**config.mk**
```make
export PLATFORM = sky130hd
export DESIGN_NAME = pc_gen
export DESIGN_NICKNAME = d
export VERILOG_FILES = /design/src/rtl/pc_gen_pkg.sv /design/src/rtl/pc_redirect_buf.sv /design/src/rtl/pc_gen.sv
export SDC_FILE = /design/constraint.sdc
export NUM_CORES = 1
export LEC_CHECK = 0
export ABC_CLOCK_PERIOD_IN_PS = 1950
export CAP_MARGIN = 30
export CORE_MARGIN = 3
export CORE_UTILIZATION = 40
export CTS_BUF_LIST = sky130_fd_sc_hd__clkbuf_4 sky130_fd_sc_hd__clkbuf_8
export CTS_CLUSTER_DIAMETER = 80
export DETAILED_ROUTE_END_ITERATION = 10
export GPL_ROUTABILITY_DRIVEN = 0
export PLACE_DENSITY_LB_ADDON = 0.25
export SYNTH_ARGS = -nofsm -noshare
export SYNTH_HDL_FRONTEND = slang
export SYNTH_HIERARCHICAL = 1
export SYNTH_SLANG_ARGS = --single-unit
```
**constraint.sdc**
```tcl
create_clock -name clk -period 1.95 [get_ports clk]
set_input_delay 0.39 -clock clk [delete_from_list [all_inputs] [get_ports clk]]
set_output_delay 0.39 -clock clk [all_outputs]
set_load 0.03 [all_outputs]
```
**src/rtl/pc_gen_pkg.sv**
```systemverilog
// Shared constants and state types for the IF-stage program-counter generator.
package pc_gen_pkg;

  localparam logic RST_ENABLE   = 1'b1;
  localparam logic CHIP_ENABLE  = 1'b1;
  localparam logic CHIP_DISABLE = 1'b0;

  localparam int          INST_ADDR_W        = 32;
  localparam int          PC_INC_DEFAULT     = 4;
  localparam logic [31:0] RESET_VEC_DEFAULT  = 32'h0000_0000;

  // Externally visible view of the generator: fetch disabled, running, or branch buffered.
  typedef enum logic [1:0] {
    PC_IDLE = 2'd0,
    PC_RUN  = 2'd1,
    PC_PEND = 2'd2
  } pc_state_t;

  typedef enum logic {
    BUF_EMPTY = 1'b0,
    BUF_FULL  = 1'b1
  } buf_state_t;

endpackage

```
**src/rtl/pc_redirect_buf.sv**
```systemverilog
// Holds one branch target that arrived during a stall until the stall releases.
module pc_redirect_buf
  import pc_gen_pkg::*;
#(
  parameter int AW = INST_ADDR_W
) (
  input  logic          clk,
  input  logic          rst,
  input  logic          load,
  input  logic          clear,
  input  logic          take,
  input  logic [AW-1:0] tgt_i,
  output logic          pend_o,
  output logic [AW-1:0] tgt_o
);

  buf_state_t    state_q;
  buf_state_t    state_d;
  logic [AW-1:0] tgt_q;

  always_ff @(posedge clk) begin
    if (rst == RST_ENABLE) state_q <= BUF_EMPTY;
    else                   state_q <= state_d;
  end

  // load, clear and take are mutually exclusive by construction in pc_gen.
  always_comb begin
    state_d = state_q;
    case (state_q)
      BUF_EMPTY: if (load)          state_d = BUF_FULL;
      BUF_FULL:  if (clear || take) state_d = BUF_EMPTY;
      default:                      state_d = BUF_EMPTY;
    endcase
  end

  // A later branch in the same stall simply overwrites the buffered target.
  always_ff @(posedge clk) begin
    if (rst == RST_ENABLE) tgt_q <= '0;
    else if (load)         tgt_q <= tgt_i;
  end

  assign pend_o = (state_q == BUF_FULL);
  assign tgt_o  = tgt_q;

endmodule

```
**src/rtl/pc_gen.sv**
```systemverilog
// IF-stage program counter with stall hold, branch redirect (buffered across stalls)
// and flush redirect. All outputs come straight from registers.
module pc_gen
  import pc_gen_pkg::*;
#(
  parameter int            AW        = INST_ADDR_W,
  parameter logic [AW-1:0] RESET_VEC = AW'(RESET_VEC_DEFAULT),
  parameter int            INC       = PC_INC_DEFAULT
) (
  input  logic          clk,
  input  logic          rst,
  input  logic          stall_i,
  input  logic          flush_i,
  input  logic [AW-1:0] new_pc_i,
  input  logic          branch_flag_i,
  input  logic [AW-1:0] branch_target_i,
  output logic [AW-1:0] pc_o,
  output logic          ce_o,
  output logic          redirect_pend_o,
  output logic [1:0]    dbg_state_o
);

  localparam logic [AW-1:0] ALIGN_MASK = ~(AW'(INC - 1));
  localparam logic [AW-1:0] INC_W      = AW'(INC);

  logic          ce_q;
  logic [AW-1:0] pc_q;
  logic [AW-1:0] pc_d;
  logic          pend;
  logic [AW-1:0] pend_tgt;
  logic [AW-1:0] new_pc_al;
  logic [AW-1:0] branch_al;
  logic          do_flush;
  logic          do_stall;
  logic          do_branch;
  logic          buf_load;
  logic          buf_clear;
  logic          buf_take;
  pc_state_t     dbg_state;

  assign new_pc_al = new_pc_i & ALIGN_MASK;
  assign branch_al = branch_target_i & ALIGN_MASK;

  // One action per enabled edge: flush > stall > fresh branch > buffered branch > increment.
  assign do_flush  = ce_q && flush_i;
  assign do_stall  = ce_q && !flush_i && stall_i;
  assign do_branch = ce_q && !flush_i && !stall_i && branch_flag_i;
  assign buf_load  = do_stall && branch_flag_i;
  assign buf_clear = do_flush || do_branch;
  assign buf_take  = ce_q && !flush_i && !stall_i && !branch_flag_i && pend;

  pc_redirect_buf #(.AW(AW)) u_redirect_buf (
    .clk    (clk),
    .rst    (rst),
    .load   (buf_load),
    .clear  (buf_clear),
    .take   (buf_take),
    .tgt_i  (branch_al),
    .pend_o (pend),
    .tgt_o  (pend_tgt)
  );

  always_comb begin
    pc_d = pc_q;
    if (do_flush)       pc_d = new_pc_al;
    else if (do_stall)  pc_d = pc_q;
    else if (do_branch) pc_d = branch_al;
    else if (buf_take)  pc_d = pend_tgt;
    else if (ce_q)      pc_d = pc_q + INC_W;
  end

  // Chip enable rises one edge after reset release; that edge leaves the PC at RESET_VEC.
  always_ff @(posedge clk) begin
    if (rst == RST_ENABLE) ce_q <= CHIP_DISABLE;
    else                   ce_q <= CHIP_ENABLE;
  end

  always_ff @(posedge clk) begin
    if (rst == RST_ENABLE) pc_q <= RESET_VEC;
    else                   pc_q <= pc_d;
  end

  always_comb begin
    dbg_state = PC_RUN;
    if (!ce_q)     dbg_state = PC_IDLE;
    else if (pend) dbg_state = PC_PEND;
  end

  assign pc_o            = pc_q;
  assign ce_o            = ce_q;
  assign redirect_pend_o = pend;
  assign dbg_state_o     = dbg_state;

endmodule

```
==> results of run 1 <==
through the flow:
step	instances	util, %	hold WS (ps)
after detailed placement	789	60.74	481.6
after CTS	807	63.42	502.4
after global routing	811	64.69	528.6
after floorplan	508	-	451.6
final	811	64.69	501.2
after global placement	789	60.74	472.8
cell families after synthesis:
kind of cell	synth area share [%]
XOR/XNOR	2.175
multiplexers	8.732
other	0.09314
buffers and inverters	6.215
AO/OA/AOI/OAI	27.00
AND/OR/NAND/NOR	22.65
adder cells (fa/ha/maj)	0.3107
flip-flops	32.82
cells in the final DEF (no fill, tap or decap), types with 3 or more instances in the layout:
| cell | n |
|---|---|
| a21oi_1 | 36 |
| a221o_1 | 4 |
| a221oi_1 | 16 |
| a22oi_1 | 4 |
| a31oi_1 | 6 |
| and3_1 | 4 |
| and4_1 | 3 |
| buf_4 | 99 |
| clkbuf_8 | 9 |
| clkdlybuf4s50_1 | 91 |
| dfxtp_1 | 43 |
| dfxtp_2 | 8 |
| dfxtp_4 | 15 |
| dlymetal6s2s_1 | 5 |
| inv_1 | 6 |
| mux2i_1 | 34 |
| nand2_1 | 27 |
| nand2b_1 | 5 |
| nand3_1 | 20 |
| nand4_1 | 9 |
| nor2_1 | 65 |
| nor2b_1 | 7 |
| nor3_1 | 6 |
| nor4_1 | 9 |
| o211ai_1 | 8 |
| o21a_1 | 5 |
| o21ai_0 | 42 |
| o221a_2 | 4 |
| o221ai_1 | 10 |
| o22ai_1 | 5 |
| o31a_1 | 4 |
| o31ai_1 | 3 |
| or3_1 | 4 |
| xnor2_1 | 7 |
| xor2_1 | 3 |
registers in the layout, summed over array words and instances, names as in the netlist:
register and count:
pc_o 32, u_redirect_buf/tgt_o 32, ce_o 1, u_redirect_buf/pend_o 1
tightest hold or removal path: stages, from the launching register on:
cell     delay [ps]
dfxtp_1         330
mux2i_1          60
nor2_1           70
power groups by stage:
stage	sequential, mW	clock [mW]	combinational [mW]
floorplan	1.60	0	0.326
global placement	1.49	0	0.892
detailed placement	1.49	0	0.908
CTS	1.46	1.31	0.921
global route	1.47	1.35	1.01
finish	1.46	1.30	0.948
final cells by class:
| cell class | instances | area [um^2] |
|---|---|---|
| inverter | 8 | 33.78 |
| clock inverter | 7 | 93.84 |
| multi-input combinational | 392 | 2554 |
| fill | 830 | 3356 |
| sequential | 66 | 1388 |
| timing repair buffer | 200 | 1793 |
| clock buffer | 9 | 123.9 |
| tap | 129 | 161.4 |
layer usage:
| metal | track usage (%) | vias to the layer above |
|---|---|---|
| li1 | - | 2244 |
| met1 | 34.43 | 2317 |
| met2 | 41.95 | 283 |
| met3 | 7.104 | 47 |
| met4 | 9.806 | 0 |
| met5 | 0 | - |
final timing paths:
check	start	to	slack (ps)	cells past startpoint
max	pc_o[22]	pc_o[31]	-20	5
min	u_redirect_buf/tgt_o[8]	u_redirect_buf/tgt_o[8]	500	2
min reg2reg	u_redirect_buf/tgt_o[8]	u_redirect_buf/tgt_o[8]	500	2
max reg2reg	pc_o[22]	pc_o[31]	-20	5
timing repair:
action / 4_1_cts / 5_1_grt
pin swaps: 3 / 5
endpoints found under the hold margin: 0 / 0
gates cloned: 0 / 1
setup buffers: 2 / 3
endpoints found under the setup margin: 10 / 53
gates resized for setup: 6 / 21
==> flow_results.org, run 1 <==
** Timing
- Across all setup checks in the final design, the least slack found is -21.02 ps.
- Post-layout minimum cycle time :: just under 2000 ps
- Setup repair after global routing missed its margin :: true
- Setup TNS after final layout :: -21.02 ps
- Derived from the worst setup path, the maximum achievable clock frequency is just over 500 MHz.
- Final Hold Vio Count :: 0
- Dividing the final minimum period by the clock period gives 101.1%.
- The count of pins over their slew limit is 0.
- Number of failing setup endpoints in the final timing report :: 1
- Across the routed clock network, the largest skew measured is between 9 and 10 ps.

** Logic synthesis
- Share of async-settable or async-resettable flops after synthesis :: 0%
- In the synthesized netlist the dominant register cell turns out to be dfxtp_1.
- Share of Yosys cell area claimed by the top area cell type :: 32.82%
- The synthesized design contains 0 enable-type register cells.
- Sequential cells were found to cover ~33% of the synthesized design area.
- A synthesized cell averages 7.942 um^2.
- Flop and latch count out of synthesis :: 66
- By area the synthesized netlist is led by dfxtp_1 (33%), mux2i_1 (8.5%), nor2_1 (6.2%).
- For this run, the number of Yosys warnings is 6.
- The commonest cells after synthesis are dfxtp_1 (66), nor2_1 (66), o21ai_0 (44).
- In this run, distinct cell masters in the synthesized netlist total between 50 and 60.
- Post-Syn Area :: about 4000 um^2
- Synthesized instance count :: just over 500
- Most area-hungry cell type in the Yosys netlist :: dfxtp_1

** Power and ir drop
- Combinational logic burns about a quarter of the power.
- Flop pwr share :: approximately two fifths
- Sw frac :: a little under a third
- The clock network burns a little over a third of the power.
- Psw :: 1.121 mW
- Internal cell power :: 2.591 mW
- Post-route total power :: ~3.7 mW
- Dividing total power by cell area gives a power density of approximately 600 nW/um^2.
- Cell leakage power :: about 2.4 nW
- Across the VDD grid, the largest voltage drop is around 420 uV.

** Drt
- The detailed router put a total of about 6600 um of wire on met1.
- Dividing the detail-routed wire length by the instance count gives 19.32 um.
- In the routed design, unresolved DRC markers number 0.
- After detailed routing, the total wire length is around 16000 um.
- Detailed-routed wire length on met2 :: between 7000 and 8000 um
- Antenna viol nets, final :: 0
- Met3 routed WL :: between 1000 and 1500 um
- After the first detailed-routing iteration, the DRC count stood at between 400 and 500.
- The pre-antenna-repair detailed-routing pass consisted of 5 iterations.
- Total number of vias :: between 4000 and 5000
- Dividing the detail-routed via count by the number of cells gives between 6 and 7.
- Top routing layer used :: met4

** Global route
- The via count of the first global-routing pass was 4632.
- Across every metal layer, demand over resource in global routing totals 26.47%.
- The first global-routing pass estimated 23630 um of wire.
- Congestion Overflow GR :: 0
- Number of antenna violations at the first check in global routing :: 0
- Maximum number of pins on one net before global-route repair :: 42

** Worst setup path
- The cell family contributing the most delay on the critical path is simple AND/OR/NAND/NOR gates.
- The critical path in this run is classified as flop to flop.
- STA classifies the critical path endpoint as a flop.
- On the worst path, the slowest cell contributes a delay of between 400 and 500 ps.
- The worst setup path is launched from a flop.
- Critical Path AT :: between 2000 and 2500 ps
- Worst Path Buf+Inv :: 0
- CP Max Fanout :: 5
- Endpoint required time on the critical path :: ~2300 ps
- The largest individual stage delay along the critical path comes from the cell or4_4.
- Traced cell by cell, the critical path runs through nand4_1, or3_4, or4_4, a2111oi_4, o221a_1.

** Clock tree
- TritonCTS built the clock tree.
- The H-tree was split into 3 levels.
- CTS Buffer Depth :: 2
- Total of hold buffers inserted after clock tree synthesis :: 0
- The cell sitting at the root of the clock tree is a clkbuf_8.
- The clock drives 66 sinks.
- Clock Latency Late Sink :: ~360 ps
- CTS clk-pin slew, worst paths :: ~80 ps
- Inserted Clock Buffers :: 9

** Layout
- Compared with the post-synthesis result, the final layout area differs by 52.67%.
- In the final design database the tool counted around 750 nets.
- Final Cell Area :: around 6100 um^2
- The post-route netlist has between 20 and 25% of its cells at a drive strength greater than 1.
- 0 antenna diodes ended up in the layout.

** Flow run
- Across the run, the number of max-cap violations was 0.

** Floorplan
- Num rows :: 35
- Core region area :: approximately 9500 um^2
- Measured along the y axis, the die boundary spans between 100 and 150 um.
- Initial core utilization :: a little over two fifths
- Pin placement for this block handled 105 I/O pins.
- The floorplan step defined a die boundary enclosing ~11000 um^2.
- The die is roughly 110 um wide.

** Run status
- The checks that failed: setup timing.
- The flow ran to the end, but the final reports show violations.

** Place
- Port buffering added 100 buffers.
- Detailed placement HPWL :: about 11000 um
- DP Area :: around 5800 um^2
- Worst slack at placement :: -402.1 ps

** Worst hold path
- Worst min-delay path category :: flop to flop
(Power assumes the default switching activity.)
==> inputs of run 2 (changes only) <==
CAP_MARGIN = 20   (was 30)
CORE_MARGIN = 2   (was 3)
==> flow_results.org, run 2 (synthesis gave the netlist of run 1 again) <==
** Run status
- The run finished with clean final reports.

** Floorplan
- Initial core utilization :: 41.19% (-1.2 points)
- DIE AREA :: 10880 um^2 (-3.7%)
- Chip Width :: 104.3 um (-1.9%)
- Floorplan die height :: 104.3 um (-1.9%)
- The row count is 36 (+2.9%).
- IO Pins :: 105 (unchanged)
- The placeable core region came to 9774 um^2 (+2.9%).

** Power and ir drop
- The maximum resistive drop on vdd was 269.6 uV (-36%).
- Post-route total power :: 3.636 mW (-2.1%)
- Pwr/cell area :: 595.7 nW/um^2 (-1.4%)
- Cell leakage power :: 2.309 nW (-1.9%)

** Timing
- Tightest Pin Transition :: around 510 ps
- The sum of negative setup slack was 0 ps (+21.02 ps).
- Maximum operating frequency :: 513.4 MHz (+1.2%)
- Final worst clock skew :: 11.04 ps (+1.405 ps)
- The count of pins over their slew limit came to 0 (unchanged).
- Tcrit/Tclk final :: 99.89% (-1.2 points)
- The final count of hold timing violations came to 0 (unchanged).
- Setup repair after global routing could not meet its margin everywhere.
- Final critical-path setup slack :: 2.187 ps (+23.21 ps)
- Max-slew headroom :: 66.09%
- Post-layout minimum cycle time :: 1948 ps (-23.21 ps)
- The number of setup violations in the final report was 0 (-1).

** Layout
- The cell area after layout is 6103 um^2 (-0.71%).
- The footprint of the multi-input gates came to 2536 um^2 (-0.69%).
- The fraction of final layout cells sized beyond drive strength 1 came to 22.85% (-1.5 points).
- The net total in the final layout is 739 (-1.1%).
- The total of fill cells in the finished design came to 858 (+3.4%).
- Area delta synth->final :: 51.58%
- The number of inserted diodes was 0 (unchanged).
- The register cell area after layout came to 1386 um^2 (about the same).
- The top cell types in the final layout, fill and taps aside, are clkdlybuf4s50_1 (91), buf_4 (86), nor2_1 (66).
- Most common cell after layout, fill and taps aside :: clkdlybuf4s50_1

** Worst setup path
- Worst Path Buf+Inv :: 0 (unchanged)
- STA classifies the critical path startpoint as a flop.
- The critical path goes through nand4_1, or3_4, or4_4, a2111oi_4, o221a_1.
- The delay of the slowest cell on the worst path is 440 ps (about the same).
- The worst setup path is of the flop to flop kind.
- On the critical path, the stage with the largest delay is an instance of or4_4.
- Crit Reg-Reg Startpoint :: pc_o[3]
- Among cell families on the critical path, the largest total delay comes from simple AND/OR/NAND/NOR gates.
- Critical Path AT :: 2230 ps (-50 ps)
- CP Max Fanout :: 6 (+1)
- The critical path starts at pc_o[3].
- Endpoint kind of the worst setup timing path :: flop
- The worst endpoint required time came to 2230 ps (-30 ps).

** Global route
- The largest net degree at the start of global routing is 42 (unchanged).
- The overall global routing resource usage was 27.51% (+1.0 points).
- In this run the most used layer during global routing was met2.
- GRT met2 Usage :: 45.19% (+3.2 points)
- GRT met3 Usage :: 3.446% (-3.7 points)
- The via count of the first global-routing pass is 4672 (+0.86%).
- The remaining global-route overflow is 0 (unchanged).
- The met1 usage in global routing came to 36.90% (+2.5 points).
- Global-route wire length before repair :: 24350 um (+3.1%)
- The initial antenna violation count was 0 (unchanged).

** Drt
- Drt first pass iters :: 5 (unchanged)
- The final routed wire length divided by cell count was 18.72 um (-3.1%).
- Routed WL :: 15110 um (-3.6%)
- Via density per instance :: 6.011 (-0.33%)
- Violation count after the first detailed-route iteration :: 367 (-13%)
- The via total after detailed routing is 4851 (-0.82%).
- Antenna viol nets, final :: 0 (unchanged)
- The DRC violations left is 0 (unchanged).

** Place
- IO Port Bufs :: 100 (unchanged)
- The pre-CTS setup slack was -421.7 ps (-19.68 ps).
- The HPWL after detailed placement was 11030 um (-1.0%).
- The area of placed instances was 5824 um^2 (+0.91%).

** Clock tree
- TritonCTS built the clock tree.
- Clock tree synthesis selected as its root buffer the cell clkbuf_8.
- The post-CTS clock slew at the launch and capture registers of the worst setup and hold paths was 70 ps (about the same).
- Clock Latency Late Sink :: 350 ps (about the same)
- The CTS H-tree depth came to 3 (unchanged).
- Inserted Clock Buffers :: 9 (unchanged)
- Setup Buffers After CTS :: 0 (-2)
- The number of buffers between clock root and the deepest sink came to 2 (unchanged).
- Clock Sinks :: 66 (unchanged)

** Worst hold path
- The worst hold path begins at u_redirect_buf/tgt_o[29].
- The tightest min-delay check is of the flop to flop type.

** Flow run
- Max cap viols :: 0 (unchanged)
run 2: power by group:
group / total [mW] / internal, mW / switching, mW / leakage, nW
Sequential: 1.47 / 1.41 / 0.0561 / 0.552
Clock: 1.24 / 0.675 / 0.564 / 0.111
Combinational: 0.931 / 0.458 / 0.474 / 1.65
Total: 3.64 / 2.54 / 1.09 / 2.31
run 2: cell type report:
class	count	area share, %
Multi-Input combinational cell	392	41.55
Timing Repair Buffer	192	29.13
Sequential cell	66	22.71
Tap cell	133	2.727
Clock buffer	12	2.604
Clock inverter	4	0.7790
Inverter	8	0.4920
run 2: what timing repair did:
action | 4_1_cts | 5_1_grt
endpoints found under the setup margin | 6 | 30
hold buffers | 0 | 0
pin swaps | 1 | 2
resized for setup | 6 | 14
run 2: per-layer routing:
metal,wire (um),up-vias
met1,6430,2272
met5,0,-
met3,1333,39
met2,6986,302
li1,-,2238
met4,359,0
run 2: stage by stage:
stage | std cells | hold slack, ps | util (%)
2_1_floorplan | 508 | 451.6 | -
3_3_place_gp | 791 | 471.6 | 59.59
3_5_place_dp | 791 | 485.4 | 59.59
4_1_cts | 807 | 501.3 | 61.83
5_1_grt | 807 | 524.4 | 62.44
6_report | 807 | 500.4 | 62.44
run 2: worst register-to-register path: stages, from the launching register on:
cell	delay, ps
dfxtp_4	380
nand4_1	160
or3_4	410
or4_4	440
a2111oi_4	290
o221a_1	210
run 2: final timing paths:
kind / slack [ps] / cells past startpoint / endpoint
max: 2 / 5 / pc_o[31]
min: 500 / 2 / u_redirect_buf/tgt_o[29]
max reg2reg: 2 / 5 / pc_o[31]
min reg2reg: 500 / 2 / u_redirect_buf/tgt_o[29]
==> inputs of run 3 (changes only) <==
CORE_UTILIZATION = 46   (was 40)
==> flow_results.org, run 3 (synthesis gave the netlist of run 1 again) <==
** Worst hold path
- The path class of the tightest hold or removal check is flop to flop.
- Hold path depth :: 2 (unchanged)

** Worst setup path
- STA classifies the critical path endpoint as a flop.
- STA classifies the critical path startpoint as a flop.
- Kind of critical path :: flop to flop
- The worst endpoint required time came to 2240 ps (about the same).
- The biggest fanout along the worst timing path is 5 (-1).
- The logic depth of the worst register-to-register path came to 5 (unchanged).
- Critical Path AT :: 2270 ps (+40 ps)

** Drt
- Antenna viol nets, final :: 0 (unchanged)
- Number of remaining DRC errors :: 0 (unchanged)
- The final routed wire length divided by cell count came to 19.62 um (+4.8%).
- Violation count after the first detailed-route iteration :: 582 (+59%)
- Via density per instance :: 6.370 (+6.0%)
- Drt first pass iters :: 8 (+3)
- The aggregate routed wire length is 15500 um (+2.6%).
- The via total after detailed routing came to 5032 (+3.7%).

** Clock tree
- The insertion delay of the later-clocked pin in the worst-skew pair was 350 ps (about the same).
- CTS Buffer Depth :: 2 (unchanged)
- The number of hold-repair buffers added at the cts stage came to 0 (unchanged).
- Clock root buffer :: clkbuf_8
- Inserted Clock Buffers :: 9 (unchanged)
- The CTS H-tree depth is 3 (unchanged).
- The post-CTS clock slew at the launch and capture registers of the worst setup and hold paths was 80 ps (about the same).
- TritonCTS built the clock tree.
- Clock Sinks :: 66 (unchanged)

** Floorplan
- Chip Width :: 97.56 um (-6.5%)
- The height of the chip came to 97.56 um (-6.5%).
- DIE AREA :: 9517 um^2 (-13%)
- IO Pins :: 105 (unchanged)
- Num rows :: 34 (-5.6%)
- The starting density of the core was 46.85% (+5.7 points).
- Core region area :: 8593 um^2 (-12%)

** Global route
- The largest net degree at the start of global routing came to 42 (unchanged).
- Global-route wire length before repair :: 24410 um (+0.25%)
- Busiest layer in global routing :: met2
- The remaining global-route overflow is 0 (unchanged).
- Vias in the first global route :: 4903 (+4.9%)
- The overall global routing resource usage was 31.63% (+4.1 points).
- The initial antenna violation count came to 0 (unchanged).
- Met1 track utilization from global routing :: 39.65% (+2.8 points)
- GRT met2 Usage :: 51.99% (+6.8 points)
- The routing usage on met3 is 6.906% (+3.5 points).

** Timing
- Final worst clock skew :: 7.027 ps (-4.012 ps)
- Final-report max-slew violation count :: 0 (unchanged)
- Maximum operating frequency :: 503.9 MHz (-1.8%)
- Number of failing setup endpoints in the final timing report :: 1 (+1)
- Setup repair after global routing missed its margin :: true
- Final critical-path setup slack :: -34.45 ps (-36.64 ps)
- Tcrit/Tclk final :: 101.8% (+1.9 points)
- The relative slew slack came to 66.57% (+0.48 points).
- Final Hold Vio Count :: 0 (unchanged)
- Post-layout minimum cycle time :: 1984 ps (+36.64 ps)
- The worst-margin pin slew is 501.4 ps (-7.219 ps).

** Run status
- The final reports fail on setup timing.
- Run status :: finished with violations

** Place
- Number of cells in the design after placement :: 771 (-2.5%)
- The HPWL after detailed placement was 10890 um (-1.3%).
- DP Area :: 5793 um^2 (-0.54%)
- The count of input and output buffers is 100 (unchanged).
- The pre-CTS setup slack came to -444.8 ps (-23.04 ps).

** Layout
- Leaving out fill and tap cells, the most frequent cells in the layout are buf_4 (97), clkdlybuf4s50_1 (89), nor2_1 (66).
- The final core utilization was 71.91% (+9.5 points).
- The fraction of final layout cells sized beyond drive strength 1 is 24.34% (+1.5 points).
- Relative to the synthesized area, the layout overhead comes to 53.48%.
- Leaving out fill and tap cells, the most frequent cell in the layout is buf_4.
- Antenna Diode Count :: 0 (unchanged)
- The cell area after layout came to 6180 um^2 (+1.3%).
- Filler-free cell count of the finished design :: 790 (-2.1%)
- The net total in the final layout came to 747 (+1.1%).

** Power and ir drop
- The power density relative to cell area was 643.0 nW/um^2 (+7.9%).
- The maximum resistive drop on vdd was 344.5 uV (+28%).
- The leakage component of the power is 2.403 nW (+4.1%).
- The total power of the final layout came to 3.974 mW (+9.3%).

** Flow run
- Max cap viols :: 0 (unchanged)
-- run 3: area by class of cell --
class / instances / area (um^2)
multi-input combinational: 392 / 2557
fill: 658 / 2414
timing repair buffer: 200 / 1803
sequential: 66 / 1388
clock inverter: 7 / 141.4
tap: 108 / 135.1
clock buffer: 9 / 123.9
inverter: 8 / 31.28
-- run 3: worst paths after layout --
| check | startpoint | endpoint | slack (ps) |
|---|---|---|---|
| max reg2reg | pc_o[3] | pc_o[31] | -30 |
| min reg2reg | u_redirect_buf/tgt_o[10] | u_redirect_buf/tgt_o[10] | 500 |
| max | pc_o[3] | pc_o[31] | -30 |
| min | u_redirect_buf/tgt_o[10] | u_redirect_buf/tgt_o[10] | 500 |
-- run 3: layer usage --
metal | vias to the layer above | wire length, um
met4 | 0 | 708
met3 | 67 | 1559
li1 | 2243 | -
met2 | 337 | 7194
met5 | - | 0
met1 | 2385 | 6038
-- run 3: critical path, stage by stage (launching register included) --
cell and delay, ps:
dfxtp_4 370, nand4_1 160, or3_1 420, or4_4 440, a2111oi_4 300, o221a_1 240
-- run 3: repair_timing --
item / in CTS / in global routing
pin swaps: 1 / 0
endpoints found under the hold margin: 0 / 0
gates cloned: 0 / 1
endpoints found under the setup margin: 35 / 50
gates resized for setup: 9 / 17
buffers inserted: 0 / 2
-- run 3: power by group --
group	internal, mW	leakage [nW]	switching, mW
logic	0.465	1.72	0.492
registers	1.41	0.552	0.0487
clock network	0.979	0.131	0.580
total	2.85	2.40	1.12
-- run 3: metrics by stage --
stage	hold WS (ps)	TNS, ps
after detailed placement	481.9	-20950
after floorplan	451.6	-71.43
after global placement	473.4	-18510
after global routing	524.5	-134.8
after CTS	504.2	-23.99
final	498.7	-34.45
